==> src/rtl/sdrd_bmp_pixel_unpack.sv <==
// sdrd_bmp_pixel_unpack
//   Turns the SD reader's 64-bit word strobe into a stream of 24-bit BMP
//   pixels tagged with frame coordinates. Words are buffered in a small FIFO,
//   serialised LSB-byte first, grouped as B,G,R and stripped of row padding.
//   Rows arrive bottom-up, so y counts down from IMG_H-1 to 0.
//
// Ports
//   CLK, RST_X       clock, asynchronous active-low reset
//   WR, DATA         one-cycle word strobe; DATA[7:0] is the earliest byte
//   FRAME_START      flush everything and start a new frame
//   PIX_READY        downstream accepts the presented pixel
//   PIX_VALID        pixel outputs valid (held until PIX_READY)
//   PIX_RGB          {R,G,B}
//   PIX_X, PIX_Y     pixel column / row
//   FRAME_DONE       one-cycle pulse once the last row is finished
//   OVERFLOW         sticky: a word arrived while the FIFO was full
module sdrd_bmp_pixel_unpack #(
  parameter int IMG_W      = 640,
  parameter int IMG_H      = 480,
  parameter int XW         = 10,
  parameter int YW         = 9,
  parameter int FIFO_DEPTH = 4
) (
  input  logic          CLK,
  input  logic          RST_X,
  input  logic          WR,
  input  logic [63:0]   DATA,
  input  logic          FRAME_START,
  input  logic          PIX_READY,
  output logic          PIX_VALID,
  output logic [23:0]   PIX_RGB,
  output logic [XW-1:0] PIX_X,
  output logic [YW-1:0] PIX_Y,
  output logic          FRAME_DONE,
  output logic          OVERFLOW
);

  localparam int AW = $clog2(FIFO_DEPTH);
  // BMP rows are padded to a multiple of 4 bytes.
  localparam int PAD = (4 - ((3 * IMG_W) % 4)) % 4;
  localparam bit HAS_PAD = (PAD != 0);
  localparam logic [1:0] PAD_LAST = HAS_PAD ? 2'(PAD - 1) : 2'd0;
  localparam logic [XW-1:0] X_LAST = XW'(IMG_W - 1);
  localparam logic [YW-1:0] Y_LAST = YW'(IMG_H - 1);

  typedef enum logic [2:0] {
    ST_IDLE,
    ST_BYTE,
    ST_HOLD,
    ST_PAD,
    ST_DONE
  } state_t;

  logic [63:0]   fifo_mem [FIFO_DEPTH];
  logic [AW:0]   wr_ptr_q, rd_ptr_q;
  logic [63:0]   sr_q;
  logic [3:0]    sr_cnt_q;
  state_t        state_q;
  logic [1:0]    phase_q;
  logic [1:0]    pad_cnt_q;
  logic [7:0]    b_q, g_q;
  logic [XW-1:0] x_q;
  logic [YW-1:0] y_q;
  logic          pix_valid_q;
  logic [23:0]   pix_rgb_q;
  logic [XW-1:0] pix_x_q;
  logic [YW-1:0] pix_y_q;
  logic          frame_done_q;
  logic          overflow_q;

  logic fifo_empty, fifo_full, sr_empty, pop, push, drop;
  logic [7:0] cur_byte;

  // Extra pointer bit distinguishes full from empty.
  assign fifo_empty = (wr_ptr_q == rd_ptr_q);
  assign fifo_full  = (wr_ptr_q[AW] != rd_ptr_q[AW]) &&
                      (wr_ptr_q[AW-1:0] == rd_ptr_q[AW-1:0]);
  assign sr_empty   = (sr_cnt_q == 4'd0);
  assign cur_byte   = sr_q[7:0];

  assign pop  = !FRAME_START && sr_empty && !fifo_empty &&
                ((state_q == ST_BYTE) || (state_q == ST_PAD));
  // A word arriving with FRAME_START always lands: the flush frees the FIFO.
  // A pop in the same cycle frees a slot for an otherwise-full FIFO.
  assign push = WR && (FRAME_START ||
                       ((state_q != ST_DONE) && (!fifo_full || pop)));
  assign drop = WR && !FRAME_START && (state_q != ST_DONE) &&
                fifo_full && !pop;

  always_ff @(posedge CLK) begin
    if (push) fifo_mem[wr_ptr_q[AW-1:0]] <= DATA;
  end

  always_ff @(posedge CLK or negedge RST_X) begin
    if (!RST_X) begin
      wr_ptr_q     <= '0;
      rd_ptr_q     <= '0;
      sr_q         <= '0;
      sr_cnt_q     <= '0;
      state_q      <= ST_IDLE;
      phase_q      <= '0;
      pad_cnt_q    <= '0;
      b_q          <= '0;
      g_q          <= '0;
      x_q          <= '0;
      y_q          <= Y_LAST;
      pix_valid_q  <= 1'b0;
      pix_rgb_q    <= '0;
      pix_x_q      <= '0;
      pix_y_q      <= '0;
      frame_done_q <= 1'b0;
      overflow_q   <= 1'b0;
    end else begin
      frame_done_q <= 1'b0;
      if (push) wr_ptr_q <= wr_ptr_q + (AW+1)'(1);
      if (pop) begin
        rd_ptr_q <= rd_ptr_q + (AW+1)'(1);
        sr_q     <= fifo_mem[rd_ptr_q[AW-1:0]];
        sr_cnt_q <= 4'd8;
      end
      if (drop) overflow_q <= 1'b1;

      if (FRAME_START) begin
        rd_ptr_q    <= wr_ptr_q;  // flush; a same-cycle word still gets pushed
        sr_cnt_q    <= '0;
        overflow_q  <= 1'b0;
        pix_valid_q <= 1'b0;
        phase_q     <= '0;
        pad_cnt_q   <= '0;
        x_q         <= '0;
        y_q         <= Y_LAST;
        state_q     <= ST_BYTE;
      end else begin
        case (state_q)
          ST_IDLE: ;
          ST_BYTE: begin
            if (!sr_empty) begin
              sr_q     <= {8'h00, sr_q[63:8]};
              sr_cnt_q <= sr_cnt_q - 4'd1;
              case (phase_q)
                2'd0: begin
                  b_q     <= cur_byte;
                  phase_q <= 2'd1;
                end
                2'd1: begin
                  g_q     <= cur_byte;
                  phase_q <= 2'd2;
                end
                default: begin
                  pix_rgb_q   <= {cur_byte, g_q, b_q};
                  pix_x_q     <= x_q;
                  pix_y_q     <= y_q;
                  pix_valid_q <= 1'b1;
                  phase_q     <= 2'd0;
                  state_q     <= ST_HOLD;
                end
              endcase
            end
          end
          ST_HOLD: begin
            if (PIX_READY) begin
              pix_valid_q <= 1'b0;
              if (x_q != X_LAST) begin
                x_q     <= x_q + XW'(1);
                state_q <= ST_BYTE;
              end else begin
                x_q <= '0;
                if (HAS_PAD) begin
                  pad_cnt_q <= '0;
                  state_q   <= ST_PAD;
                end else if (y_q == '0) begin
                  frame_done_q <= 1'b1;
                  state_q      <= ST_DONE;
                end else begin
                  y_q     <= y_q - YW'(1);
                  state_q <= ST_BYTE;
                end
              end
            end
          end
          ST_PAD: begin
            if (!sr_empty) begin
              sr_q     <= {8'h00, sr_q[63:8]};
              sr_cnt_q <= sr_cnt_q - 4'd1;
              if (pad_cnt_q == PAD_LAST) begin
                if (y_q == '0) begin
                  frame_done_q <= 1'b1;
                  state_q      <= ST_DONE;
                end else begin
                  y_q     <= y_q - YW'(1);
                  state_q <= ST_BYTE;
                end
              end else begin
                pad_cnt_q <= pad_cnt_q + 2'd1;
              end
            end
          end
          ST_DONE: begin
            // Trailing data of the finished frame is thrown away.
            rd_ptr_q <= wr_ptr_q;
            sr_cnt_q <= '0;
          end
          default: state_q <= ST_IDLE;
        endcase
      end
    end
  end

  assign PIX_VALID  = pix_valid_q;
  assign PIX_RGB    = pix_rgb_q;
  assign PIX_X      = pix_x_q;
  assign PIX_Y      = pix_y_q;
  assign FRAME_DONE = frame_done_q;
  assign OVERFLOW   = overflow_q;

endmodule

==> config.mk <==
export PLATFORM = sky130hd
export DESIGN_NAME = sdrd_bmp_pixel_unpack
export DESIGN_NICKNAME = d
export VERILOG_FILES = /design/src/rtl/sdrd_bmp_pixel_unpack.sv
export SDC_FILE = /design/constraint.sdc
export NUM_CORES = 1
export LEC_CHECK = 0
export CAP_MARGIN = 20
export CORE_MARGIN = 3
export CORE_UTILIZATION = 55
export DETAILED_ROUTE_END_ITERATION = 8
export PLACE_DENSITY = 0.82
export REMOVE_ABC_BUFFERS = 1
export SLEW_MARGIN = 10
export SYNTH_ARGS = -nofsm -noshare
export SYNTH_HDL_FRONTEND = slang
export SYNTH_SLANG_ARGS = --single-unit
export TNS_END_PERCENT = 5
==> constraint.sdc <==
create_clock -name CLK -period 19.01 [get_ports CLK]
set_input_delay 2.8515 -clock CLK [delete_from_list [all_inputs] [get_ports CLK]]
set_output_delay 2.8515 -clock CLK [all_outputs]
set_load 0.03 [all_outputs]
==> impl_metrics.csv, run 1 <==
group,metric,value,unit
status,status,"finished, final reports clean",
cells_and_area,diodes,0,
routing,avgViaCountPerCell,6.19,
logic_synthesis,synthDistinctLibCells,52,
cts,cts_buffer_depth,3,
cts,insertion_delay,0.55,ns
cells_and_area,nFillCells,2017,
floorplan,fp-row-count,63,
logic_synthesis,synth_area,0.0169,mm^2
logic_synthesis,synth_ff_type,"edfxtp_1",
setup_path,crit_start,"FRAME_START",
logic_synthesis,ys_warn_count,0,
global_routing,grt-ovfl-total,0,
routing,vias,9942,
hold_path,min_path_type,"flop to flop",
floorplan,initial_core_util,56.5,%
cells_and_area,nets,1263,
cts,cts_setup_buffers,0,
global_routing,grt_usage,20.6,%
timing,tightest_slew,1.01,ns
floorplan,die_h,181,um
cts,cts_htree_levels,2,
routing,ant_nets,0,
routing,drt_iter0_markers,916,
setup_path,required,19.16,ns
cts,clk_pin_slew,0.06,ns
placement,dpl_worst_slack,13.50,ns
timing,rsz0062_at_grt,"no",
logic_synthesis,synth_edf_count,256,
routing,wl_per_cell,21.0,um
timing,period_needed,5.01,ns
floorplan,num_io_pins,115,
logic_synthesis,syn_area_per_cell,15.5,um^2
cells_and_area,drive_above_1_share,19.1,%
setup_path,cp_cell_sequence,"buf_4 > inv_2 > buf_4 > a21oi_4 > buf_4",
timing,hold_violations,0,
setup_path,critPathArrivalTime,5.17,ns
timing,fmax,199,MHz
pwr,p_leak,7.19,nW
timing,setup_ws,14.00,ns
routing,drt_pass1_iterations,5,
setup_path,rr_startpoint,"sr_cnt_q[0]",
flow_run,cap_violations,0,
floorplan,core,0.0300,mm^2
cells_and_area,final_util,66.2,%
placement,dp_hpwl,18.6,mm
setup_path,cp_common_cell,"buf_4",
setup_path,cp_top_family,"buffers and inverters",
setup_path,cp_max_fo,64,
timing,finalSetupViolCount,0,
timing,setup_tns,0,ns
routing,finalWirelength,33.7,mm
global_routing,antenna_found_initial,0,
cts,cts_resized,0,
routing,highest_layer,"met4",
cts,hold_buffers,0,
pwr,p_per_area,161,mW/mm^2
timing,final.setup_skew,0.0224,ns
timing,slew-limit-headroom,32.8,%
logic_synthesis,async_flop_share,38.8,%
setup_path,slowest_delay,0.74,ns
global_routing,grt_max_degree,114,
timing,fin_crit_sh,26.4,%
hold_path,min_from,"sr_q[39]",
logic_synthesis,synth-seq-area-share,69.5,%
setup_path,crit_slowest_cell,"buf_4",
logic_synthesis,syn_inst,1088,
setup_path,cp-end-kind,"flop",
cells_and_area,syn_to_final_growth,17.2,%
routing,wl_met2,16.9,mm
pwr,ir_drop,0.000117,V
routing,drc,0,
cts,cts_sinks,418,
placement,portBuffers,114,
floorplan,die_x,181,um
setup_path,critPathBufInv,4,
cts,cts_buffers,41,
placement,gp_congestion,0.780,
routing,wl_met1,14.1,mm
cts,root_buffer,"clkbuf_16",
global_routing,first_global_vias,10200,
global_routing,grt_pass1_wl,54.8,mm
cells_and_area,most-common-layout-cells,"edfxtp_1, dfrtp_1, clkdlybuf4s50_1, nand3_1, mux4_2",
logic_synthesis,synth_seq_cells,418,
cts,cts_tree,"yes",
floorplan,die-area,0.0329,mm^2
setup_path,startpoint_type,"input pin",
timing,drv_slew,0,
routing,routed-wl-met3,1.94,mm
cells_and_area,mostFrequentLayoutCell,"edfxtp_1",
setup_path,critical_path_class,"input pin to flop",
final cells by class:
| class | instances | area, um^2 | area share (%) |
|---|---|---|---|
| tap | 390 | 488 | 2.46 |
| clock buffer | 56 | 1160 | 5.87 |
| clock inverter | 20 | 183 | 0.922 |
| timing repair buffer | 129 | 1270 | 6.42 |
| multi-input combinational | 583 | 4910 | 24.8 |
| sequential | 418 | 11800 | 59.3 |
| inverter | 11 | 41.3 | 0.208 |
registers in the layout, summed over array words and instances, names as in the netlist:
register,cells
phase_q,2
OVERFLOW,1
PIX_X,10
x_q,10
rd_ptr_q,3
pad_cnt_q,2
PIX_Y,9
fifo_mem,256
wr_ptr_q,3
y_q,9
sr_q,64
FRAME_DONE,1
g_q,8
sr_cnt_q,4
b_q,8
PIX_RGB,24
state_q,3
PIX_VALID,1
metrics by stage:
step / instance area, um^2 / total power, W / cells / hold slack [ns]
after global placement: 18400 / 0.00236 / 1530 / 0.453
after detailed placement: 18400 / 0.00241 / 1530 / 0.458
after floorplan: 16600 / 0.00208 / 1012 / 0.443
after CTS: 19800 / 0.00321 / 1606 / 0.472
after global routing: 19800 / 0.00336 / 1607 / 0.492
final: 19800 / 0.00319 / 1607 / 0.469
logic make-up (layout without fill, tap and decap cells):
kind of cell             after synthesis  in the layout  share of synthesized area [%]
AO/OA/AOI/OAI                        154            154                           5.70
buffers and inverters                 87            216                           2.02
AND/OR/NAND/NOR                      271            271                           8.22
flip-flops                           418            418                           69.5
adder cells (fa/ha/maj)               10             10                          0.740
XOR/XNOR                              15             15                          0.777
multiplexers                         133            133                           13.1
cells in the mapped netlist (32+ instances only):
| master | count | area share [%] |
|---|---|---|
| a31oi_1 | 33 | 1.2 |
| clkbuf_1 | 49 | 1.1 |
| dfrtp_1 | 154 | 23 |
| edfxtp_1 | 256 | 45 |
| mux2_2 | 60 | 4.0 |
| mux4_2 | 64 | 8.5 |
| nand2_1 | 44 | 0.98 |
| nand3_1 | 77 | 2.3 |
| nand4_1 | 32 | 1.2 |
| nor2_1 | 62 | 1.4 |
| o211ai_1 | 32 | 1.4 |
| o21ai_0 | 43 | 1.3 |
final timing paths:
kind,depth (start not counted),slack [ns],to
min reg2reg,2,0.47,sr_q[31]
min,2,0.47,sr_q[31]
max in group asynchronous,2,15.16,sr_q[15]
max reg2reg,7,15.59,fifo_mem[2][5]
max,5,14.00,fifo_mem[2][5]
min in group asynchronous,1,2.40,g_q[5]
per-layer routing:
metal,vias up,global-route usage [%]
met5,-,0
met4,0,6.49
met3,60,3.12
met2,377,34.3
met1,5068,28.4
li1,4437,-
where the power goes:
part	leakage [nW]	switching, W	internal, W
logic	2.15	0.000571	0.000414
clock network	0.656	0.000334	0.000460
registers	4.38	0.000158	0.00126
worst register-to-register path: stages (launching register included):
cell and delay (ns):
dfrtp_1 0.42, inv_1 0.10, ha_1 0.16, or3b_2 0.62, nor2_1 0.28, o21ai_0 0.39, a21oi_4 0.26, buf_4 0.74
Note: power is estimated with default switching activity, not from simulation.
==> run 2: changes to the inputs <==
==> constraint.sdc (replaced) <==
create_clock -name CLK -period 5 [get_ports CLK]
set_input_delay 0.75 -clock CLK [delete_from_list [all_inputs] [get_ports CLK]]
set_output_delay 0.75 -clock CLK [all_outputs]
set_load 0.03 [all_outputs]
==> impl_metrics.csv, run 2 (synthesis results as in run 1) <==
group,metric,value,unit
status,status,"finished, final reports clean",
setup_path,crit_start,"sr_cnt_q[0]",
routing,wl_per_cell,21.7,um
routing,ant_nets,0,
timing,fmax,293,MHz
cts,hold_buffers,0,
pwr,p_per_area,615,mW/mm^2
cts,cts_sinks,418,
placement,gp_congestion,0.771,
global_routing,grt_max_degree,114,
timing,fin_crit_sh,68.1,%
global_routing,grt-ovfl-total,0,
cells_and_area,syn_to_final_growth,17.4,%
setup_path,critical_path_class,"flop to flop",
timing,period_needed,3.41,ns
cts,root_buffer,"clkbuf_16",
global_routing,first_global_vias,10400,
setup_path,cp_max_fo,64,
cells_and_area,final_util,66.3,%
timing,drv_slew,0,
placement,portBuffers,114,
cts,cts_htree_levels,2,
cells_and_area,largest_register_ffs,256,
cells_and_area,most-common-layout-cells,"edfxtp_1, dfrtp_1, clkdlybuf4s50_1, nand3_1, mux4_2",
cells_and_area,mostFrequentLayoutCell,"edfxtp_1",
floorplan,num_io_pins,115,
cells_and_area,diodes,0,
cts,insertion_delay,0.54,ns
routing,avgViaCountPerCell,6.25,
floorplan,die_h,181,um
timing,tightest_slew,0.995,ns
cts,clk_pin_slew,0.06,ns
cells_and_area,nets,1266,
timing,rsz0062_at_grt,"no",
floorplan,die-area,0.0329,mm^2
floorplan,die_x,181,um
cells_and_area,nFillCells,1979,
floorplan,fp-row-count,63,
floorplan,initial_core_util,56.5,%
timing,hold_violations,0,
cts,cts_resized,0,
timing,slew-limit-headroom,33.7,%
pwr,p_leak,7.20,nW
pwr,ir_drop,0.000539,V
global_routing,grt_pass1_wl,56.4,mm
cts,cts_tree,"yes",
setup_path,critPathArrivalTime,3.56,ns
hold_path,min_path_type,"input pin to async pin",
cts,cts_buffer_depth,3,
setup_path,cp-end-kind,"flop",
cts,cts_setup_buffers,0,
setup_path,required,5.15,ns
placement,dp.cells,1532,
setup_path,rr_startpoint,"sr_cnt_q[0]",
cells_and_area,drive_above_1_share,18.6,%
flow_run,cap_violations,0,
cells_and_area,final-instance-count-excl-fill,1610,
placement,dp_hpwl,19.1,mm
floorplan,core,0.0300,mm^2
setup_path,startpoint_type,"flop",
cts,cts_buffers,41,
global_routing,grt_usage,21.3,%
routing,drt_iter0_markers,837,
timing,final.setup_skew,0.0107,ns
routing,vias,10100,
timing,finalSetupViolCount,0,
routing,finalWirelength,35.0,mm
global_routing,antenna_found_initial,0,
routing,drc,0,
routing,drt_pass1_iterations,8,
==> run 2: changes by cell type in the layout (fill, tap and decap cells not counted), sizes merged <==
| cell | before | now |
|---|---|---|
| clkinv | 13 | 12 |
| clkinvlp | 4 | 0 |
| clkbuf | 56 | 61 |
| buf | 17 | 20 |
==> run 2: area by class of cell <==
| type | instances | area (um^2) | share of cell area, % |
|---|---|---|---|
| clock buffers | 61 | 1170 | 5.91 |
| clock inverters | 15 | 149 | 0.750 |
| flip-flops and latches | 418 | 11800 | 59.2 |
| repair buffers | 132 | 1330 | 6.69 |
| inverters | 11 | 41.3 | 0.208 |
| well taps | 390 | 488 | 2.46 |
| multi-input cells | 583 | 4910 | 24.8 |
==> run 2: worst paths after layout <==
path                                   end  slack, ns  cells after the start
min reg2reg                       sr_q[24]       0.48                      2
max                        fifo_mem[2][47]       1.59                      7
max in group asynchronous         PIX_X[2]       3.59                      2
min                            PIX_RGB[13]       0.27                      1
min in group CLK                  sr_q[24]       0.48                      2
max reg2reg                fifo_mem[2][47]       1.59                      7
==> run 2: stage by stage <==
step	area, um^2	setup slack [ns]	hold slack (ns)	power [W]	TNS, ns
floorplan	16600	-3.43	0.443	0.00796	-759.10
global placement	18500	1.68	0.449	0.00902	0
detailed placement	18500	1.60	0.460	0.00918	0
CTS	19800	1.58	0.295	0.0122	0
global route	19900	1.35	0.325	0.0128	0
finish	19900	1.59	0.269	0.0122	0
==> run 2: routing by layer <==
metal | GRT usage [%] | routed length, um
met1 | 29.0 | 14100
met2 | 35.6 | 17700
met3 | 3.50 | 2430
met4 | 6.64 | 771
met5 | 0 | 0
==> run 2: report_power, final <==
group | internal, W | total, W | switching [W]
registers | 0.00477 | 0.00526 | 0.000486
clock network | 0.00174 | 0.00301 | 0.00127
logic | 0.00161 | 0.00395 | 0.00233
==> run 2: worst max-delay path: stages (launching register included) <==
cell	delay (ns)
dfrtp_1	0.42
inv_1	0.10
ha_1	0.18
or3b_2	0.62
nor2_1	0.27
o21ai_0	0.37
a21oi_4	0.25
buf_4	0.78
